<file path="config.mk">
export PLATFORM = sky130hd
export DESIGN_NAME = cskip_serial_add_ctrl
export DESIGN_NICKNAME = d
export VERILOG_FILES = /design/src/rtl/cskip_pkg.sv /design/src/rtl/cskip_slice.sv /design/src/rtl/cskip_serial_add_ctrl.sv
export SDC_FILE = /design/constraint.sdc
export NUM_CORES = 1
export LEC_CHECK = 0
export CAP_MARGIN = 40
export CORE_ASPECT_RATIO = 1.4
export CORE_MARGIN = 2
export CORE_UTILIZATION = 29
export CTS_BUF_LIST = sky130_fd_sc_hd__clkbuf_16
export DETAILED_ROUTE_END_ITERATION = 10
export MAX_ROUTING_LAYER = met4
export SLEW_MARGIN = 20
export SYNTH_ARGS = -nofsm -noshare
export SYNTH_HDL_FRONTEND = slang
export SYNTH_SLANG_ARGS = --single-unit
export TNS_END_PERCENT = 10
</file>
<file path="constraint.sdc">
create_clock -name i_clk -period 6 [get_ports i_clk]
set_input_delay 1.2 -clock i_clk [delete_from_list [all_inputs] [get_ports i_clk]]
set_output_delay 1.2 -clock i_clk [all_outputs]
set_load 0.03 [all_outputs]
</file>
<file path="src/rtl/cskip_pkg.sv">
// rtl/cskip_pkg.sv - shared types and constants for the carry-skip serial adder
package cskip_pkg;

    localparam logic [1:0] IDLE_ENC = 2'd0;
    localparam logic [1:0] RUN_ENC  = 2'd1;
    localparam logic [1:0] DONE_ENC = 2'd2;

    typedef enum logic [1:0] {
        IDLE = IDLE_ENC,
        RUN  = RUN_ENC,
        DONE = DONE_ENC
    } state_t;

    localparam int DEFAULT_SLICE = 4;

    // Ceiling log2, floored at 1 so a single-slice build still gets a 1-bit index
    function automatic int clog2(input int n);
        int r;
        r = 0;
        while ((1 << r) < n) r++;
        return (r < 1) ? 1 : r;
    endfunction

endpackage

</file>
<file path="src/rtl/cskip_slice.sv">
// rtl/cskip_slice.sv - combinational carry-skip adder slice
module cskip_slice #(
    parameter int SLICE = 4
) (
    input  logic [SLICE-1:0] a,
    input  logic [SLICE-1:0] b,
    input  logic             cin,
    output logic [SLICE-1:0] sum,
    output logic             cout,
    output logic             prop_all
);

    logic [SLICE:0] carry;

    // Ripple chain; when every bit propagates the carry-in bypasses the chain
    always_comb begin
        carry[0] = cin;
        for (int i = 0; i < SLICE; i++) begin
            sum[i]       = a[i] ^ b[i] ^ carry[i];
            carry[i + 1] = (a[i] & b[i]) | (carry[i] & (a[i] ^ b[i]));
        end
        prop_all = &(a ^ b);
        cout     = prop_all ? cin : carry[SLICE];
    end

endmodule

</file>
<file path="src/rtl/cskip_serial_add_ctrl.sv">
// rtl/cskip_serial_add_ctrl.sv - sequences a wide add through one shared carry-skip slice
module cskip_serial_add_ctrl
    import cskip_pkg::*;
#(
    parameter int  WIDTH      = 16,
    parameter int  SLICE      = DEFAULT_SLICE,
    localparam int NUM_SLICES = WIDTH / SLICE,
    localparam int IDX_W      = clog2(NUM_SLICES),
    localparam int CNT_W      = $clog2(NUM_SLICES + 1)
) (
    input  logic             i_clk,
    input  logic             i_rst,
    input  logic             i_valid,
    output logic             o_ready,
    input  logic [WIDTH-1:0] i_add_term1,
    input  logic [WIDTH-1:0] i_add_term2,
    input  logic             i_cin,
    output logic             o_valid,
    input  logic             i_ready,
    output logic [WIDTH-1:0] o_sum,
    output logic             o_cout,
    output logic [CNT_W-1:0] o_skip_cnt,
    output logic             o_busy
);

    state_t           state;
    state_t           state_next;
    logic [WIDTH-1:0] a_reg;
    logic [WIDTH-1:0] b_reg;
    logic             carry;
    logic [IDX_W-1:0] idx;
    int               base;
    logic             last;

    logic [SLICE-1:0] slice_sum;
    logic             slice_cout;
    logic             slice_prop;

    assign base = int'(idx) * SLICE;
    assign last = (idx == IDX_W'(NUM_SLICES - 1));

    cskip_slice #(.SLICE(SLICE)) u_slice (
        .a        (a_reg[base +: SLICE]),
        .b        (b_reg[base +: SLICE]),
        .cin      (carry),
        .sum      (slice_sum),
        .cout     (slice_cout),
        .prop_all (slice_prop)
    );

    // State register
    always_ff @(posedge i_clk or posedge i_rst) begin
        if (i_rst) begin
            state <= IDLE;
        end else begin
            state <= state_next;
        end
    end

    // Next-state and handshake outputs; no accept while a result is pending
    always_comb begin
        state_next = state;
        o_ready    = 1'b0;
        o_valid    = 1'b0;
        o_busy     = 1'b0;
        case (state)
            IDLE: begin
                o_ready = 1'b1;
                if (i_valid) state_next = RUN;
            end
            RUN: begin
                o_busy = 1'b1;
                if (last) state_next = DONE;
            end
            DONE: begin
                o_valid = 1'b1;
                o_busy  = 1'b1;
                if (i_ready) state_next = IDLE;
            end
            default: state_next = IDLE;
        endcase
    end

    // Operand capture and per-slice result assembly; results hold until next accept
    always_ff @(posedge i_clk or posedge i_rst) begin
        if (i_rst) begin
            a_reg      <= '0;
            b_reg      <= '0;
            carry      <= 1'b0;
            idx        <= '0;
            o_sum      <= '0;
            o_cout     <= 1'b0;
            o_skip_cnt <= '0;
        end else begin
            case (state)
                IDLE: begin
                    if (i_valid) begin
                        a_reg      <= i_add_term1;
                        b_reg      <= i_add_term2;
                        carry      <= i_cin;
                        idx        <= '0;
                        o_sum      <= '0;
                        o_skip_cnt <= '0;
                    end
                end
                RUN: begin
                    o_sum[base +: SLICE] <= slice_sum;
                    carry                <= slice_cout;
                    if (slice_prop) o_skip_cnt <= o_skip_cnt + CNT_W'(1);
                    if (last) begin
                        o_cout <= slice_cout;
                    end else begin
                        idx <= idx + IDX_W'(1);
                    end
                end
                default: ;
            endcase
        end
    end

endmodule

</file>
==> reports/results.tsv <==
stage	metric	value	unit
placement	place.gp.congestion	0.781	
clocking	insertion_delay	320	ps
global_route	grt_max_degree	58	
timing	rsz0062_at_grt	false	
timing	setup_ws	2740	ps
placement	portBuffers	59	
timing	finalCriticalPeriod	3260	ps
global_route	grt_pass1_wl	10000	um
setup_path	required	6200	ps
setup_path	crit_path_end_kind	flip-flop	
global_route	grt-ovfl-total	0	
floorplan	die_w	87.6	um
clocking	holdBufCountCts	0	
yosys	synth_nets	264	
global_route	busiest_layer	met2	
floorplan	fp.dieH	121	um
timing	timing.fmax	0.307	GHz
drt	drt-initial-drc-count	113	
global_route	track_usage	0.127	
min_path	holdPathEnd	o_sum[10]	
pwr	ir_drop	282	uV
timing	finalSetupViolCount	0	
yosys	yosys.area.top_type	dfrtp_1	
placement	dpl.hpwl	4450	um
timing	finalHoldViolations	0	
drt	firstDrtPassIters	6	
setup_path	cp.arrival	3460	ps
pwr	p_per_area	542	nW/um^2
setup_path	r2r_cells	10	
cells_and_area	nets	329	
run	maxCapViolCount	0	
cells_and_area	fillers	918	
min_path	hold_path_depth	1	
clocking	clock_sinks	57	
clocking	clk_pin_slew_worst_paths	50	ps
timing	worst_slew_pin_slew	735	ps
timing	min_period_over_period	0.543	
drt	drtAntennaViolNets	0	
drt	viasPerCell	4.61	
timing	slew_headroom	0.510	
cells_and_area	drive_above_1_share	0.217	
yosys	ys_seq_area_frac	0.502	
setup_path	rr_startpoint	idx[0]	
placement	preCtsSetupSlack	2680	ps
floorplan	start_util	0.299	
yosys	async_reset_ff_frac	1.00	
min_path	hold_class	reg2reg	
timing	slew_violations	0	
drt	drc	0	
floorplan	die-area	10600	um^2
yosys	synth-main-ff-cell	dfrtp_1	
setup_path	rr_endpoint	o_sum[15]	
clocking	clockBufferDepth	2	
clocking	cts-root-buf	clkbuf_16	
setup_path	critPathKind	reg2reg	
clocking	ctsResizeCount	0	
floorplan	pin_count	60	
cells_and_area	area_delta_synth_final	34.5	%
floorplan	row_count	42	
cells_and_area	final_common_cell	clkdlybuf4s50_1	
floorplan	core_area	9510	um^2
global_route	gr-usage-met3	0.0415	
yosys	synth_area	2840	um^2
drt	num_vias	1902	
yosys	syn_inst	211	
global_route	antenna_found_initial	0	
setup_path	cp_max_fo	17	
yosys	yosysTopAreaCellShare	0.502	
clocking	h-tree-depth	3	
global_route	grt_use_met1	0.148	
pwr	total_power	2.07	mW
global_route	grt_pass1_vias	1999	
pwr	p_leak	1.64	nW
yosys	synthDistinctLibCells	39	
yosys	syn_avg_cell_area	13.5	um^2
clocking	cts_tree	yes	
setup_path	rrSetupSlack	2740	ps
drt	wl	5910	um
min_path	min-delay-start	o_sum[10]	
yosys	yosysWarnings	0	
global_route	grt_use_met2	0.204	
cells_and_area	diodes	0	
drt	routedWlPerCell	14.3	um
cells_and_area	layout_common_cells	59 x clkdlybuf4s50_1, 57 x dfrtp_1, 35 x mux2_2, 16 x inv_1, 12 x ha_1	
clocking	postCtsSetupBuffers	0	
yosys	yosys_register_bits	57	
setup_path	start_kind	flip-flop	
yosys	synth_edf_count	0	
clocking	numCtsBuffers	9	
timing	clock_skew	6.83	ps
yosys	synthTopCellsByArea	dfrtp_1 50%, mux2_2 14%, mux4_2 6.3%, ha_1 5.3%, fa_1 2.8%	
status	status	finished, final reports clean	
timing	fin_tns_setup	0	ps
[Yosys cell counts (all sizes together), types with 2 or more instances]
master   instances
a22o             7
mux2            36
nor3             2
fa               4
mux4             8
mux2i            4
inv             16
o2bb2ai          7
nand2b           2
ha              12
nor4bb           2
and4             3
nor2             3
a31oi            2
o21ai            3
dfrtp           57
nand4            5
nand3            8
nand2           10
buf              6
[final cells by class]
type                       instances  area, um^2  share of cell area
sequential                        57        1430               0.373
multi-input combinational        131        1310               0.343
timing repair buffer              61         606               0.159
clock buffer                       9         225              0.0590
tap                              132         165              0.0432
inverter                          16        60.1              0.0157
clock inverter                     7        28.8             0.00753
[layer usage]
layer / vias up / wire length [um]
met1: 942 / 2460
met2: 46 / 3090
met5: - / 0
met4: 0 / 80
li1: 908 / -
met3: 6 / 273
[report_power, final]
group	internal (mW)	switching, mW
clock network	0.269	0.161
registers	0.528	0.104
logic	0.481	0.527
[stage by stage]
step	util	instances	hold WS [ps]	area, um^2
after floorplan	-	211	474	2840
after global placement	0.375	397	479	3570
after detailed placement	0.375	397	473	3570
after CTS	0.402	413	489	3820
after global routing	0.402	413	505	3820
final	0.402	413	486	3820
[worst max-delay path by stage]
stage	start	to	slack (ps)	depth (start not counted)
after detailed placement	idx[0]	o_sum[15]	2680	10
after CTS	idx[0]	o_sum[15]	2690	10
after global placement	idx[0]	o_sum[11]	2780	10
after global routing	idx[0]	o_sum[15]	2550	10
after floorplan	idx[1]	o_sum[11]	3210	11
final	idx[0]	o_sum[15]	2740	10
[cells by family after synthesis]
family / synth area share
flip-flops: 0.502
multiplexers: 0.222
AND/OR/NAND/NOR: 0.0952
buffers and inverters: 0.0370
AO/OA/AOI/OAI: 0.0630
adder cells (fa/ha/maj): 0.0811
[worst max-delay path: stages, from the launching register on]
cell and delay [ps]:
dfrtp_1 810, mux4_2 610, inv_1 90, fa_1 180
inv_1 50, fa_1 360, inv_1 80, fa_1 160
inv_1 50, fa_1 520, a22o_1 230
No activity file was read; power rests on OpenSTA's default activity.
